`src/rtl/light_conflict_monitor_if.sv`:
```
// Lamp-bus monitor port bundle: controller lamps and clear in, fault status and sanitised lamps out.
interface light_conflict_monitor_if;
  logic [5:0] l;
  logic       fault_clr;
  logic       fault;
  logic [2:0] fault_code;
  logic [5:0] l_safe;
  logic [1:0] mon_state;

  modport master (output l, fault_clr, input fault, fault_code, l_safe, mon_state);
  modport slave  (input l, fault_clr, output fault, fault_code, l_safe, mon_state);
endinterface

```
`src/rtl/light_conflict_monitor.sv`:
```
// Lamp-bus watchdog: latches the first conflict/sequence fault (1-cycle latency), then forces flashing red.
// No backpressure: the lamp bus is sampled every cycle and l_safe is combinational from l and state.
module light_conflict_monitor #(
  parameter int MIN_YELLOW = 2,
  parameter int MAX_DARK   = 3,
  parameter int FLASH_DIV  = 4,
  parameter int CW         = 4
) (
  input logic                     clk,
  input logic                     rst_n,
  light_conflict_monitor_if.slave mon
);

  typedef enum logic [1:0] {S_INIT = 2'd0, S_RUN = 2'd1, S_TRIP = 2'd2} state_e;

  localparam logic [1:0]    C_G        = 2'd0;
  localparam logic [1:0]    C_Y        = 2'd1;
  localparam logic [1:0]    C_R        = 2'd2;
  localparam logic [CW-1:0] CNT_MAX    = '1;
  localparam logic [CW-1:0] MIN_Y_C    = CW'(MIN_YELLOW);
  localparam logic [CW-1:0] MAX_DARK_C = CW'(MAX_DARK);
  localparam logic [CW-1:0] FLASH_LAST = CW'(FLASH_DIV - 1);

  state_e              state_q, state_d;
  logic                fault_q, fault_d;
  logic [2:0]          code_q, code_d;
  logic [1:0][1:0]     last_q, last_d;
  logic [1:0][CW-1:0]  dark_q, dark_d;
  logic [1:0][CW-1:0]  yel_q, yel_d;
  logic [CW-1:0]       flash_q, flash_d;
  logic                ph_q, ph_d;

  // Index 1 is approach A (l[5:3]), index 0 is approach B (l[2:0]).
  logic [1:0][2:0]     lamp;
  logic [1:0]          dark, multi, perm, now_g, now_y, now_r;
  logic [1:0]          dark_hit, gy_skip, short_y, bad_seq;
  logic [2:0]          hit_code;

  always_comb begin
    lamp     = mon.l;
    dark     = '0;
    multi    = '0;
    perm     = '0;
    now_g    = '0;
    now_y    = '0;
    now_r    = '0;
    dark_hit = '0;
    gy_skip  = '0;
    short_y  = '0;
    bad_seq  = '0;
    dark_d   = dark_q;
    yel_d    = yel_q;
    last_d   = last_q;
    state_d  = state_q;
    fault_d  = fault_q;
    code_d   = code_q;
    flash_d  = flash_q;
    ph_d     = ph_q;
    hit_code = 3'd0;

    for (int i = 0; i < 2; i++) begin
      dark[i]     = (lamp[i] == 3'b000);
      multi[i]    = ((lamp[i] & (lamp[i] - 3'd1)) != 3'b000);
      perm[i]     = lamp[i][2] | lamp[i][1];
      now_g[i]    = (lamp[i] == 3'b100);
      now_y[i]    = (lamp[i] == 3'b010);
      now_r[i]    = (lamp[i] == 3'b001);
      dark_hit[i] = dark[i] && (dark_q[i] >= MAX_DARK_C);
      gy_skip[i]  = (last_q[i] == C_G) && now_r[i];
      short_y[i]  = (last_q[i] == C_Y) && now_r[i] && (yel_q[i] < MIN_Y_C);
      bad_seq[i]  = ((last_q[i] == C_Y) && now_g[i]) || ((last_q[i] == C_R) && now_y[i]);

      if (dark[i]) dark_d[i] = (dark_q[i] == CNT_MAX) ? dark_q[i] : dark_q[i] + 1'b1;
      else         dark_d[i] = '0;

      // Dark and multi samples leave both the yellow count and the last colour alone.
      if (now_y[i])                 yel_d[i] = (yel_q[i] == CNT_MAX) ? yel_q[i] : yel_q[i] + 1'b1;
      else if (now_g[i] || now_r[i]) yel_d[i] = '0;

      if (now_g[i])      last_d[i] = C_G;
      else if (now_y[i]) last_d[i] = C_Y;
      else if (now_r[i]) last_d[i] = C_R;
    end

    if (&perm)          hit_code = 3'd1;
    else if (|multi)    hit_code = 3'd2;
    else if (|dark_hit) hit_code = 3'd3;
    else if (state_q == S_RUN) begin
      if (|gy_skip)      hit_code = 3'd4;
      else if (|short_y) hit_code = 3'd5;
      else if (|bad_seq) hit_code = 3'd6;
    end

    case (state_q)
      S_TRIP: begin
        dark_d = dark_q;
        yel_d  = yel_q;
        last_d = last_q;
        if (flash_q == FLASH_LAST) begin
          flash_d = '0;
          ph_d    = ~ph_q;
        end else begin
          flash_d = flash_q + 1'b1;
        end
        if (mon.fault_clr) begin
          state_d = S_INIT;
          fault_d = 1'b0;
          code_d  = 3'd0;
          dark_d  = '0;
          yel_d   = '0;
          last_d  = {C_R, C_R};
          flash_d = '0;
          ph_d    = 1'b1;
        end
      end
      default: begin
        if (hit_code != 3'd0) begin
          state_d = S_TRIP;
          fault_d = 1'b1;
          code_d  = hit_code;
        end else begin
          state_d = S_RUN;
        end
      end
    endcase
  end

  always_ff @(posedge clk or negedge rst_n) begin
    if (!rst_n) begin
      state_q <= S_INIT;
      fault_q <= 1'b0;
      code_q  <= 3'd0;
      last_q  <= {C_R, C_R};
      dark_q  <= '0;
      yel_q   <= '0;
      flash_q <= '0;
      ph_q    <= 1'b1;
    end else begin
      state_q <= state_d;
      fault_q <= fault_d;
      code_q  <= code_d;
      last_q  <= last_d;
      dark_q  <= dark_d;
      yel_q   <= yel_d;
      flash_q <= flash_d;
      ph_q    <= ph_d;
    end
  end

  assign mon.fault      = fault_q;
  assign mon.fault_code = code_q;
  assign mon.mon_state  = state_q;
  assign mon.l_safe     = (state_q == S_TRIP) ? {2'b00, ph_q, 2'b00, ph_q} : mon.l;

endmodule

```
`src/flat_wrapper.sv`:
```
// flat-port wrapper written by rule: the top's interface ports become plain ports
module light_conflict_monitor_flat 
#(
  parameter int MIN_YELLOW = 2,
  parameter int MAX_DARK   = 3,
  parameter int FLASH_DIV  = 4,
  parameter int CW         = 4
)
  (clk, rst_n, mon_l, mon_fault_clr, mon_fault, mon_fault_code, mon_l_safe, mon_mon_state);
  light_conflict_monitor_if mon_i ();
  input logic clk;
  input logic rst_n;
  input wire logic [$bits(mon_i.l)-1:0] mon_l;
  input wire logic [$bits(mon_i.fault_clr)-1:0] mon_fault_clr;
  output wire logic [$bits(mon_i.fault)-1:0] mon_fault;
  output wire logic [$bits(mon_i.fault_code)-1:0] mon_fault_code;
  output wire logic [$bits(mon_i.l_safe)-1:0] mon_l_safe;
  output wire logic [$bits(mon_i.mon_state)-1:0] mon_mon_state;
  assign mon_i.l = mon_l;
  assign mon_i.fault_clr = mon_fault_clr;
  assign mon_fault = mon_i.fault;
  assign mon_fault_code = mon_i.fault_code;
  assign mon_l_safe = mon_i.l_safe;
  assign mon_mon_state = mon_i.mon_state;
  light_conflict_monitor #(.MIN_YELLOW(MIN_YELLOW), .MAX_DARK(MAX_DARK), .FLASH_DIV(FLASH_DIV), .CW(CW)) u_core (.clk(clk), .rst_n(rst_n), .mon(mon_i));
endmodule
```
`config.mk`:
```
export PLATFORM = sky130hd
export DESIGN_NAME = light_conflict_monitor_flat
export DESIGN_NICKNAME = d
export VERILOG_FILES = /design/src/rtl/light_conflict_monitor_if.sv /design/src/rtl/light_conflict_monitor.sv /design/src/flat_wrapper.sv
export SDC_FILE = /design/constraint.sdc
export NUM_CORES = 1
export LEC_CHECK = 0
export ABC_AREA = 1
export CORE_MARGIN = 3
export CORE_UTILIZATION = 40
export CTS_CLUSTER_SIZE = 24
export DETAILED_ROUTE_END_ITERATION = 12
export PLACE_DENSITY_LB_ADDON = 0.08
export SYNTH_ARGS = -nofsm -noshare
export SYNTH_HDL_FRONTEND = slang
export SYNTH_SLANG_ARGS = --single-unit
```
`constraint.sdc`:
```
create_clock -name clk -period 1.4 [get_ports clk]
set_input_delay 0.42 -clock clk [delete_from_list [all_inputs] [get_ports clk]]
set_output_delay 0.42 -clock clk [all_outputs]
set_load 0.005 [all_outputs]
```
# Word-level counts from Yosys, hierarchy flattened
# Cells that the tools add are included.
[word_totals] register_bits=31 out_inout_bits=12 word_cells=134 input_bits=9
[op_classes] n_reduce_logical=43 n_lt_le_gt_ge=4 add_sub_neg=7 bitwise=5 n_eq_ne=22 muxes=42
[op_table] cell="$mux 4" n=14
[op_table] cell="$mux 3" n=10
[op_table] cell="$mux 8" n=3
[op_table] cell="$add 4x1->4 const B" n=5
[op_table] cell="$mux 2" n=9
[op_table] cell="$eq 4x4->1 const B" n=4
[op_table] cell="$reduce_bool 3->1" n=5
[op_table] cell="$reduce_and 2->1" n=7
[op_table] cell="$logic_and 1x1->1" n=12
[op_table] cell="$ne 3x3->1 const B" n=4
[op_table] cell="$reduce_or 2->1" n=5
[op_table] cell="$ge 4x2->1 const B" n=2
[op_table] cell="$lt 4x2->1 const B" n=2
[op_table] cell="$reduce_bool 4->1" n=2
[op_table] cell="$and 3x3->3" n=2
[op_table] cell="$eq 2x1->1 const B" n=3
[op_table] cell="$eq 2x2->1 const B" n=3
[op_table] cell="$eq 3x1->1 const B" n=2
[op_table] cell="$eq 3x2->1 const B" n=2
[op_table] cell="$eq 3x3->1 const B" n=2
[op_table] cell="$logic_not 3->1" n=2
[op_table] cell="$mux 6" n=1
[op_table] cell="$reduce_and 3->1" n=2
[op_table] cell="$sub 3x1->3 const B" n=2
[op_table] cell="8 further kinds" n=18

# Longest topological paths before layout
[logic_depth] depth_word=14 mapped_depth=13 ltp_nobuf=13

# Worst setup path before layout
# Ideal clock, no wire load.
[synth_timing] kind="register to register" startpoint="register u_core.dark_q[0] in the netlist's numbering" endpoint="register u_core.fault_q, in the netlist u_core.mon.fault" setup_slack_ps=-146 path_buffers=0 period_less_slack_ps=1546 arrival_ps=1429 stages_incl_launch_ff=14 setup_time_ps=117 required_ps=1283 path_cell_list="dfrtp_1 ha_1 nor2_1 nand2_1 nand2_1 nand2_2 nor2_4 nand2_1 nor2_2 nor2_2 nand3_2 nand2_2 nand2_1 nand2_1"
[synth_between] elab_chain_cells=9
[synth_lines] item="start, declared" line="light_conflict_monitor.sv:28" source="logic [1:0][CW-1:0] dark_q, dark_d;"
[synth_lines] item="start signal, assigned" line="light_conflict_monitor.sv:143" source="dark_q <= dark_d;"
[synth_lines] item="$ge 4x2->1" line="light_conflict_monitor.sv:68" source="dark_hit[i] = dark[i] && (dark_q[i] >= MAX_DARK_C);"
[synth_lines] item="$logic_and 1x1->1" line="light_conflict_monitor.sv:68"
[synth_lines] item="$reduce_or 2->1" line="light_conflict_monitor.sv:87" source="else if (|dark_hit) hit_code = 3'd3;"
[synth_lines] item="$mux 3" line="light_conflict_monitor.sv:87"
[synth_lines] item="$mux 3" line="light_conflict_monitor.sv:86" source="else if (|multi) hit_code = 3'd2;"
[synth_lines] item="$mux 3" line="light_conflict_monitor.sv:85" source="if (&perm) hit_code = 3'd1;"
[synth_lines] item="$reduce_bool 3->1" line="light_conflict_monitor.sv:117" source="if (hit_code != 3'd0) begin"
[synth_lines] item="$reduce_bool 2->1 (no line)"
[synth_lines] item="$reduce_and 2->1 (no line)"
[synth_lines] item="end signal, assigned" line="light_conflict_monitor.sv:140" source="fault_q <= fault_d;"
[synth_lines] item="end, declared" line="light_conflict_monitor.sv:25" source="logic fault_q, fault_d;"
# No other way between the ends.
# A chain may end at the register's enable or synchronous reset.

# Final worst setup path
[layout_timing] startpoint="register u_core.state_q[1], in the netlist u_core.mon.mon_state[1]" endpoint="output mon_l_safe[0]"
[layout_between] elab_chain_cells=2
[layout_lines] item="start, declared" line="light_conflict_monitor.sv:24" source="state_e state_q, state_d;"
[layout_lines] item="start signal, assigned" line="light_conflict_monitor.sv:139" source="state_q <= state_d;"
[layout_lines] item="$eq 2x2->1" line="light_conflict_monitor.sv:153" source="assign mon.l_safe = (state_q == S_TRIP) ? {2'b00, ph_q, 2'b00, ph_q} : mon.l;"
[layout_lines] item="$mux 6" line="light_conflict_monitor.sv:153"
[layout_lines] item="end, declared" line="flat_wrapper.sv:17" source="output wire logic [$bits(mon_i.l_safe)-1:0] mon_l_safe;"
# No other way between the ends.

==> impl_results.md <==
* Antenna diodes at 0
* GRT Overall Usage at 18.0%
* Drt drc at 0
* Io pins at 21
* Critical path type: flop to output port
* NumNets Final at 358
* I/O Buffers at 20
* Critical-path top delay cell: dfrtp_1
* Outcome: finished with violations
* Distinct cell type count after synthesis at 34
* Vias in the first global route at 1851
* Worst EP required at 0.98 ns
* Period utilization at 121%
* TritonCTS Buffers at 5
* P&R area growth vs syn at 55.2%
* Post-synth EDFFs at 0
* Top cell type's share of synthesized area at a little over a third
* Top post-synthesis cells by area: dfrtp_1, nand2_1, nor2_1
* Initial antenna violation count at 0
* CTS Sinks at 31
* Max Clock Freq at 589 MHz
* Syn Nets at ~270
* Peak per-stage delay on the critical path at 0.40 ns
* Routed Antenna Nets at 0
* CP arrival at 1.28 ns
* GRT overflow at 0
* PwrDens at 1510 mW/mm^2
* Slew at the pin closest to its max-slew limit at between 0.2 and 0.25 ns
* Die area at 0.00571 sq mm
* Prevailing post-synth register cell: dfrtp_1
* Detailed Route Iter0 Violations at 62
* CP Buf/Inv Count at 4
* Final setup vio count at 36
* Clock Latency Late Sink at 0.28 ns
* Count leader, synth: nand2_1
* Post-Syn Area at 0.00194 sq mm
* Area leader, netlist: dfrtp_1
* Root buffer cell: clkbuf_8
* Post-synthesis sequential area ratio at 40.2%
* Htree depth at 2
* FP Rows at 24
* Routed wire length per instance at approximately 12 microns
* Post-synth ARST share at 100%
* Die X-Extent at ~76 microns
* Final wirelength at between 4000 and 5000 microns
* Placer Congestion at 0.797
* Pleak at 1.51 nW
* Drt pass-1 iters at 4
* Clock Skew at just under 0.004 ns
* M3 GR Usage at 3.96%
* Min-delay worst type: flop to flop
* Starting Density at 43.0%
* CORE AREA at ~0.0045 sq mm
* Crit start category: flop
* Final Hold Fails at 0
* Synth Register Bits at 31
* Clock Path Buffers at 2
* CP delay by family, top: buffers and inverters
* CP Max Fanout at 3
* Syn. warnings at 0
* Hpwl dp at roughly 3400 microns
* First-pass GRT wire length at 7880 microns
* Largest net degree at the start of global routing at 32
* Max VDD drop at 0.969 mV
* Clk slew on worst S/H paths at 0.07 ns
* Post-route setup slack at -0.298 ns
* Power Total at 4.54 mW
* Post-DR vias/cell at 4.81
* RSZ-0062 raised after global routing: true
* Syn_area_per_cell at between 7 and 8 sq um
* Failing checks: negative setup slack
* Worst-path cell chain: inv_2 -> nor2_4 -> buf_4 -> buf_6 -> o21ai_1 -> buf_2
* Finished Layout Cells at 397
* CTS tree: built
* Setup crit end kind: output port
* Max Cap Viol at 0
* Worst relative slew slack at 83.5%
* Layout cell share with drive strength beyond 1 at 49.0%
* Placed insts at 374
* Die Y at between 70 and 80 microns
* Post-synth top cells: nand2_1, nor2_1, inv_1
* Via count at 1910
* Met2 usage at 29.7%
* Slew Limit Fails at 0
* Met1 GRT Util at 23.7%
* Final min period at 1.70 ns
* Synthesized instance count at ~260
* Most crowded layer after global routing: met2
==> registers in the layout, indices dropped and copies added (netlist names) <==
| name | count |
|---|---|
| u_core.dark_q | 8 |
| u_core.yel_q | 8 |
| u_core.flash_q | 4 |
| u_core.last_q | 4 |
| u_core.mon.fault_code | 3 |
| u_core.mon.mon_state | 2 |
| u_core.mon.fault | 1 |
| u_core.ph_q | 1 |
==> layout by cell type (no fill, tap or decap), types with 8 or more instances in the layout <==
cell type and n:
dlygate4sd2_1 8, nand2_1 44, nor2_4 8, nor2_1 24
nor2_2 10, buf_6 10, nand3_1 14, buf_4 55
inv_2 9, inv_1 27, dfrtp_1 28, nand2_2 19
==> worst paths after layout <==
kind	start	to	slack (ns)	cells past startpoint
min in group asynchronous	rst_n	u_core.mon.mon_state[1]	0.50	2
hold reg to reg	u_core.mon.fault_code[1]	u_core.mon.fault_code[1]	0.48	2
max in group asynchronous	rst_n	u_core.last_q[3]	0.65	2
setup / recovery	u_core.mon.mon_state[1]	mon_l_safe[0]	-0.30	6
setup reg to reg	u_core.mon.mon_state[1]	u_core.yel_q[3]	-0.27	11
hold / removal	u_core.mon.fault_code[1]	u_core.mon.fault_code[1]	0.48	2
==> cell type report <==
| class | count | area, sq um |
|---|---|---|
| well taps | 52 | 65.1 |
| clock buffers | 6 | 82.6 |
| repair buffers | 85 | 681 |
| flip-flops and latches | 31 | 779 |
| fillers | 379 | 1500 |
| clock inverters | 2 | 35.0 |
| multi-input cells | 182 | 1200 |
| inverters | 39 | 164 |
==> cell families (layout without fill, tap and decap cells) <==
group / count (synthesis) / count (layout) / synth area share, %
multiplexers: 1 / 1 / 0.517
adder cells (fa/ha/maj): 5 / 5 / 3.23
AO/OA/AOI/OAI: 33 / 33 / 11.2
buffers and inverters: 42 / 132 / 9.17
flip-flops: 31 / 31 / 40.2
AND/OR/NAND/NOR: 140 / 140 / 34.2
XOR/XNOR: 3 / 3 / 1.36
==> what timing repair did <==
action                                  CTS  global route
pin swaps                                11            21
hold buffers                              0             0
endpoints found under the setup margin   41            38
resized for setup                        71            49
buffers inserted                         12             3
==> per-layer routing <==
layer	up-vias	routed length [microns]
met5	-	0
met4	0	46
met3	5	144
met2	29	2390
met1	886	2190
li1	990	-
==> tightest hold or removal path, delay by kind of cell (launching register included) <==
| kind | cells | cell delay [ns] |
|---|---|---|
| flip-flops | 1 | 0.34 |
| AND/OR/NAND/NOR | 2 | 0.11 |
==> through the flow <==
step	TNS [ns]	utilization [%]	area, sq um	setup WS, ns	hold slack [ns]
floorplan	-0.505	-	1950	-0.0798	0.124
global placement	-18.64	57.1	2570	-0.739	0.455
detailed placement	-19.13	57.1	2570	-0.747	0.459
CTS	-6.94	63.2	2850	-0.265	0.472
global route	-10.03	66.7	3010	-0.372	0.508
finish	-6.40	66.7	3010	-0.298	0.475
==> power breakdown <==
part	switching [mW]	leakage [nW]	total, mW	internal, mW
registers	0.145	0.408	1.26	1.11
clock network	0.342	0.0612	0.917	0.576
logic	1.15	1.04	2.36	1.21
total	1.64	1.51	4.54	2.90
(Power assumes the default switching activity.)
==> patch 1, RTL diff (same settings) <==
`CW` is set to 4 in 2 places; all go to 2.
--- a/src/rtl/light_conflict_monitor.sv
+++ b/src/rtl/light_conflict_monitor.sv
@@ -4,7 +4,7 @@
   parameter int MIN_YELLOW = 2,
   parameter int MAX_DARK   = 3,
   parameter int FLASH_DIV  = 4,
-  parameter int CW         = 4
+  parameter int CW         = 2
 ) (
   input logic                     clk,
   input logic                     rst_n,
--- a/src/flat_wrapper.sv
+++ b/src/flat_wrapper.sv
@@ -4,7 +4,7 @@
   parameter int MIN_YELLOW = 2,
   parameter int MAX_DARK   = 3,
   parameter int FLASH_DIV  = 4,
-  parameter int CW         = 4
+  parameter int CW         = 2
 )
   (clk, rst_n, mon_l, mon_fault_clr, mon_fault, mon_fault_code, mon_l_safe, mon_mon_state);
   light_conflict_monitor_if mon_i ();
Check against the original RTL: same outputs for any inputs over 10 cycles, from zero or initial values and one cycle with rst_n low; that may be too few to reach the edited logic, so the function may still have changed.
==> patch 1 against the unedited design <==
The run still ends with setup timing left. Sequential cell count shrank 10. Final area is 26% lower. Total power shrank 29%. Worst setup slack better by 40 ps. Utilization rose by 4.2 points. Area after synthesis down 30%. Routed wire length fell by 19%. Largest cell class unchanged. Largest power group unchanged.
==> patch 1: results (changes against the unedited design) <==
Outcome
  – Status: complete, but fails checks
  – Failing checks: setup timing

Timing
  – Max transition margin: 0.828 (-0.00740)
  – Clock skew: 0.732 ps (-3.11 ps)
  – Final setup vio count: 25 (-31%)
  – Setup TNS: -3770 ps (+2630 ps)
  – Final setup margin: -259 ps (+39.8 ps)

CTS
  – Worst skew pair latency: 320 ps (+40 ps)
  – Reg clk slew, reported paths: 130 ps (+60 ps)
  – CTS Buf Count: 3 (-2)
  – Cts repair resizes: 93 (+31%)
  – Root buf cell: clkbuf_4
  – H-tree levels: 1 (-1)
  – Post-CTS Setup Repair Bufs: 17 (+5)

Power and ir drop
  – Sw frac: 0.398 (+0.0372)
  – Leak Pwr: 1.11 nW (-26%)
  – Peak VDD IR: 0.683 mV (-30%)

Placed design
  – DP Worst Slack: -716 ps (+31.1 ps)
  – Routability congestion estimate: 0.895 (+12%)
  – Placed cell count: 285 (-24%)
  – DPL Wire Length: 2690 um (-21%)

GRT
  – First-pass GRT wire length: 6910 um (-12%)
  – Total Routing Usage GR: 0.210 (+0.0301)
  – Largest net degree at the start of global routing: 22 (-31%)
  – Number of global-route vias before repair: 1,541 (-17%)

Detailed routing
  – Iteration-0 DRC Markers: 51 (-18%)
  – Final WL: 3880 um (-19%)
  – Via-to-Cell Ratio: 4.74 (-1.4%)

Logic synthesis
  – Post-synth top cells: nand2_1 (40), nor2_1 (35), inv_1 (20)
  – Post-synth top area share: 0.334 (-0.0275)
  – Syn_area_per_cell: 7.09 um^2 (-6.6%)
  – Synth area leaders: dfrtp_1 (33%), nand2_1 (11%), nor2_1 (9.7%)
  – Post-synthesis sequential area ratio: 0.393 (-0.00970)

Layout
  – Share of layout cells above drive strength 1: 0.502 (+0.0120)
  – Fin cells: 307 (-23%)
  – Largest regs: u_core.dark_q (4), u_core.last_q (4), u_core.yel_q (4)
  – Final #Nets: 278 (-22%)

Worst setup path
  – Critical path peak fanout: 4 (+1)
  – Crit path arrival time: 1240 ps (-40 ps)

Hold path
  – Hold WC Path Type: in -> async
==> patch 1: changes by cell type in the layout (fill, tap and decap cells not counted), moves of 5 or more <==
cell      unedited run  this run
buf_4               55        36
inv_1               27        15
nand2_1             44        33
dfrtp_1             28        18
nand2_2             19        12
clkbuf_8             6         0
o21ai_2              7         1
o21ai_1              2         7
==> patch 1: worst max-delay path, stage by stage (launching register included) <==
cell and delay (ps):
dfrtp_1 410, inv_2 80, nor2_4 50, buf_4 130
o21ai_1 110, buf_2 130
==> patch 1: logic make-up (layout without fill, tap and decap cells) <==
kind of cell	count (synthesis)	after routing	synth area share
buffers and inverters	30	103	0.0845
and+or+nand+nor	111	111	0.370
muxes	1	1	0.00743
DFF	21	21	0.393
adders and majority gates	5	5	0.0464
AOI/OAI and AO/OA	22	22	0.0984
==> patch 1: power by group through the flow <==
| stage | Clock (W) | Sequential [W] | Combinational (W) |
|---|---|---|---|
| final | 0.000323 | 0.000919 | 0.00198 |
| after floorplan | 0 | 0.000904 | 0.000702 |
| after global routing | 0.000361 | 0.000947 | 0.00217 |
| after global placement | 0 | 0.000910 | 0.00134 |
| after detailed placement | 0 | 0.000922 | 0.00137 |
| after CTS | 0.000317 | 0.000909 | 0.00183 |
==> patch 1: area by class of cell <==
type / instances / area, um^2
Inverter: 28 / 108
Clock buffer: 3 / 22.5
Tap cell: 44 / 55.1
Sequential cell: 21 / 529
Multi-Input combinational cell: 139 / 886
Clock inverter: 1 / 5.00
Timing Repair Buffer: 71 / 614
Fill cell: 243 / 908
==> patch 1: metal layers <==
layer | up-vias | track usage | wire (um)
li1 | 755 | - | -
met5 | - | 0 | 0
met4 | 0 | 0.0836 | 69
met2 | 36 | 0.343 | 1900
met1 | 659 | 0.272 | 1740
met3 | 6 | 0.0404 | 170
==> patch 1: stage by stage <==
stage,area (um^2),hold slack [ps],utilization
2_1_floorplan,1370,124,-
3_3_place_gp,1860,464,0.594
3_5_place_dp,1860,474,0.594
4_1_cts,2150,451,0.686
5_1_grt,2220,425,0.710
6_report,2220,433,0.710
==> patch 1: worst paths after layout <==
path	startpoint	to	slack, ps	cells after the start
worst max-delay path	u_core.mon.mon_state[1]$_DFFE_PN0P_	mon_l_safe[0]	-260	5
worst min-delay path	rst_n	u_core.dark_q[1]$_DFFE_PN0P_	430	2
worst max register to register	u_core.last_q[3]$_DFFE_PN1P_	u_core.mon.fault_code[1]$_DFFE_PN0P_	-190	13
worst min register to register	u_core.yel_q[2]$_DFFE_PN0P_	u_core.yel_q[2]$_DFFE_PN0P_	490	1
max in group asynchronous	rst_n	u_core.last_q[3]$_DFFE_PN1P_	750	2
min in group clk	u_core.yel_q[2]$_DFFE_PN0P_	u_core.yel_q[2]$_DFFE_PN0P_	490	1
==> patch 2, RTL diff (config.mk and constraints unchanged) <==
Without the edit above. Take the reset off `flash_q` and load it in a clocked block of its own.
--- a/src/rtl/light_conflict_monitor.sv
+++ b/src/rtl/light_conflict_monitor.sv
@@ -133,7 +133,6 @@
       last_q  <= {C_R, C_R};
       dark_q  <= '0;
       yel_q   <= '0;
-      flash_q <= '0;
       ph_q    <= 1'b1;
     end else begin
       state_q <= state_d;
@@ -142,9 +141,12 @@
       last_q  <= last_d;
       dark_q  <= dark_d;
       yel_q   <= yel_d;
-      flash_q <= flash_d;
       ph_q    <= ph_d;
     end
+  end
+
+  always_ff @(posedge clk) begin
+    flash_q <= flash_d;
   end
 
   assign mon.fault      = fault_q;
Formal check against the unedited RTL: differs if rst_n is asserted again (counterexample within 10 cycles, from zero or initial values and one cycle with rst_n low); with rst_n held inactive, the same outputs for 10 cycles.
==> patch 2 against the unedited design <==
The run still ends with setup timing left. Sequential cell count did not move. Area after synthesis shrank 3.0%. Total power grew 6.0%. Combinational power up 9.3%. Worst setup slack got worse by 25 ps. Final area up 6.0%. Routed wire length rose by 16%. Final cell count is 1.0% higher. Register-to-register slack worse by 50 ps. Critical path type is now reg -> reg.
==> patch 2: results (changes against the unedited design) <==
Outcome
  – Status: complete, but fails checks
  – Failing checks: setup timing

GRT
  – Total Routing Usage GR: 0.203 (+0.0226)
  – Number of global-route vias before repair: 1,946 (+5.1%)
  – First-pass GRT wire length: 8400 um (+6.7%)
  – Largest net degree at the start of global routing: 28 (-13%)
  – Initial antenna violation count: 0 (unchanged)

Timing
  – Clock skew: 5.48 ps (+1.64 ps)
  – Worst Tran Pin Value: 284 ps (+37.5 ps)
  – Setup TNS: -6580 ps (-178 ps)
  – Final setup margin: -323 ps (-25.0 ps)
  – Fin Hold WS: 491 ps (+15.9 ps)
  – Final setup vio count: 32 (-11%)

Worst setup path
  – Critical-path top delay cell: dfrtp_1
  – CP startpoint kind: flip-flop
  – Worst Setup EP: u_core.mon.fault_code[2]$_DFFE_PN0P_
  – Reg2Reg Depth: 10 (-1)
  – Crit path launch: u_core.dark_q[4]$_DFFE_PN0P_
  – Critical path peak fanout: 5 (+2)
  – CP max stage delay: 380 ps (-20 ps)
  – Crit path arrival time: 1910 ps (+630 ps)

Placed design
  – DP Worst Slack: -748 ps (-1.18 ps)
  – Placed cell area: 0.00257 mm^2 (about the same)
  – PortBufs: 20 (unchanged)
  – DPL Wire Length: 3280 um (-3.7%)
  – Routability congestion estimate: 0.815 (+2.2%)
  – Placed cell count: 371 (-0.80%)

Layout
  – Largest regs: u_core.dark_q (8), u_core.yel_q (8)
  – N_diodes: 0 (unchanged)
  – Final #Nets: 362 (+1.1%)
  – Share of layout cells above drive strength 1: 0.527 (+0.0374)
  – Fin cells: 401 (+1.0%)

CTS
  – Root buf cell: clkbuf_8
  – Worst skew pair latency: 290 ps
  – Max clock buf depth: 2 (unchanged)
  – Reg clk slew, reported paths: 70 ps (about the same)
  – H-tree levels: 2 (unchanged)
  – CTS Buf Count: 5 (unchanged)

Logic synthesis
  – EDFF count, synth: 4 (+4)
  – Synth warnings: 0 (unchanged)
  – Ys async rst share: 0.871 (-0.129)
  – Synth unique cells: 36 (+5.9%)
  – Post-Syn Nets: 261 (-3.0%)
  – Post-synth top cells: nand2_1 (52), nor2_1 (37), inv_1 (31)
  – Predominant post-synthesis flop cell: dfrtp_1
  – Post-synthesis sequential area ratio: 0.425 (+0.0230)
  – Synth area leaders: dfrtp_1 (32%), nand2_1 (10%), nor2_1 (7.4%)
  – Syn_area_per_cell: 7.61 um^2 (+0.17%)

Detailed routing
  – DRT Pass-1 Iters: 4 (unchanged)
  – Iteration-0 DRC Markers: 161 (+160%)
  – Final WL: 5550 um (+16%)
  – Via-to-Cell Ratio: 5.01 (+4.2%)

Power and ir drop
  – Leak Pwr: 1.58 nW (+4.5%)
  – Peak VDD IR: 0.689 mV (-29%)

Hold path
  – Hold WC Path Type: in -> async
-- patch 2: changes by cell type in the layout (fill, tap and decap cells not counted), moves of 4 or more --
cell	change
dfrtp_1	-5
nand2_1	-6
inv_1	-4
nand2_2	-8
edfxtp_1	+4
buf_6	+7
o21ai_1	+4
-- patch 2: report_power, final --
| part | switching [W] | leakage, nW | internal [W] |
|---|---|---|---|
| Combinational | 0.00127 | 1.13 | 0.00131 |
| Sequential | 0.000151 | 0.391 | 0.00120 |
| Clock | 0.000359 | 0.0556 | 0.000521 |
-- patch 2: layout make-up --
type,instances,area [um^2]
timing repair buffer,94,790
clock buffer,5,68.8
sequential,31,801
fill,344,1260
inverter,38,168
tap,52,65.1
multi-input combinational,178,1250
clock inverter,3,38.8
-- patch 2: cell families after synthesis --
family / after synthesis / share of synthesized area
AND/OR/NAND/NOR: 131 / 0.318
XOR/XNOR: 2 / 0.00932
buffers and inverters: 39 / 0.0806
flip-flops: 31 / 0.425
AO/OA/AOI/OAI: 39 / 0.133
adder cells (fa/ha/maj): 5 / 0.0333
-- patch 2: what timing repair did --
action	CTS	global route
hold buffers	0	0
endpoints found under the setup margin	42	34
buffers inserted	17	12
gates cloned	1	0
pin swaps	14	15
gates resized for setup	110	55
-- patch 2: routing by layer --
layer / vias up / global-route usage / routed length (um)
met4: 0 / 0.0830 / 192
li1: 1001 / - / -
met5: - / 0 / 0
met1: 941 / 0.259 / 2290
met2: 51 / 0.336 / 2770
met3: 17 / 0.0392 / 289
-- patch 2: worst max-delay path, delay by kind of cell, from the launching register on --
family          cells  cell delay (ps)
compound gates      1              150
simple gates        8              900
flops               1              380
fa+ha+maj           1              190
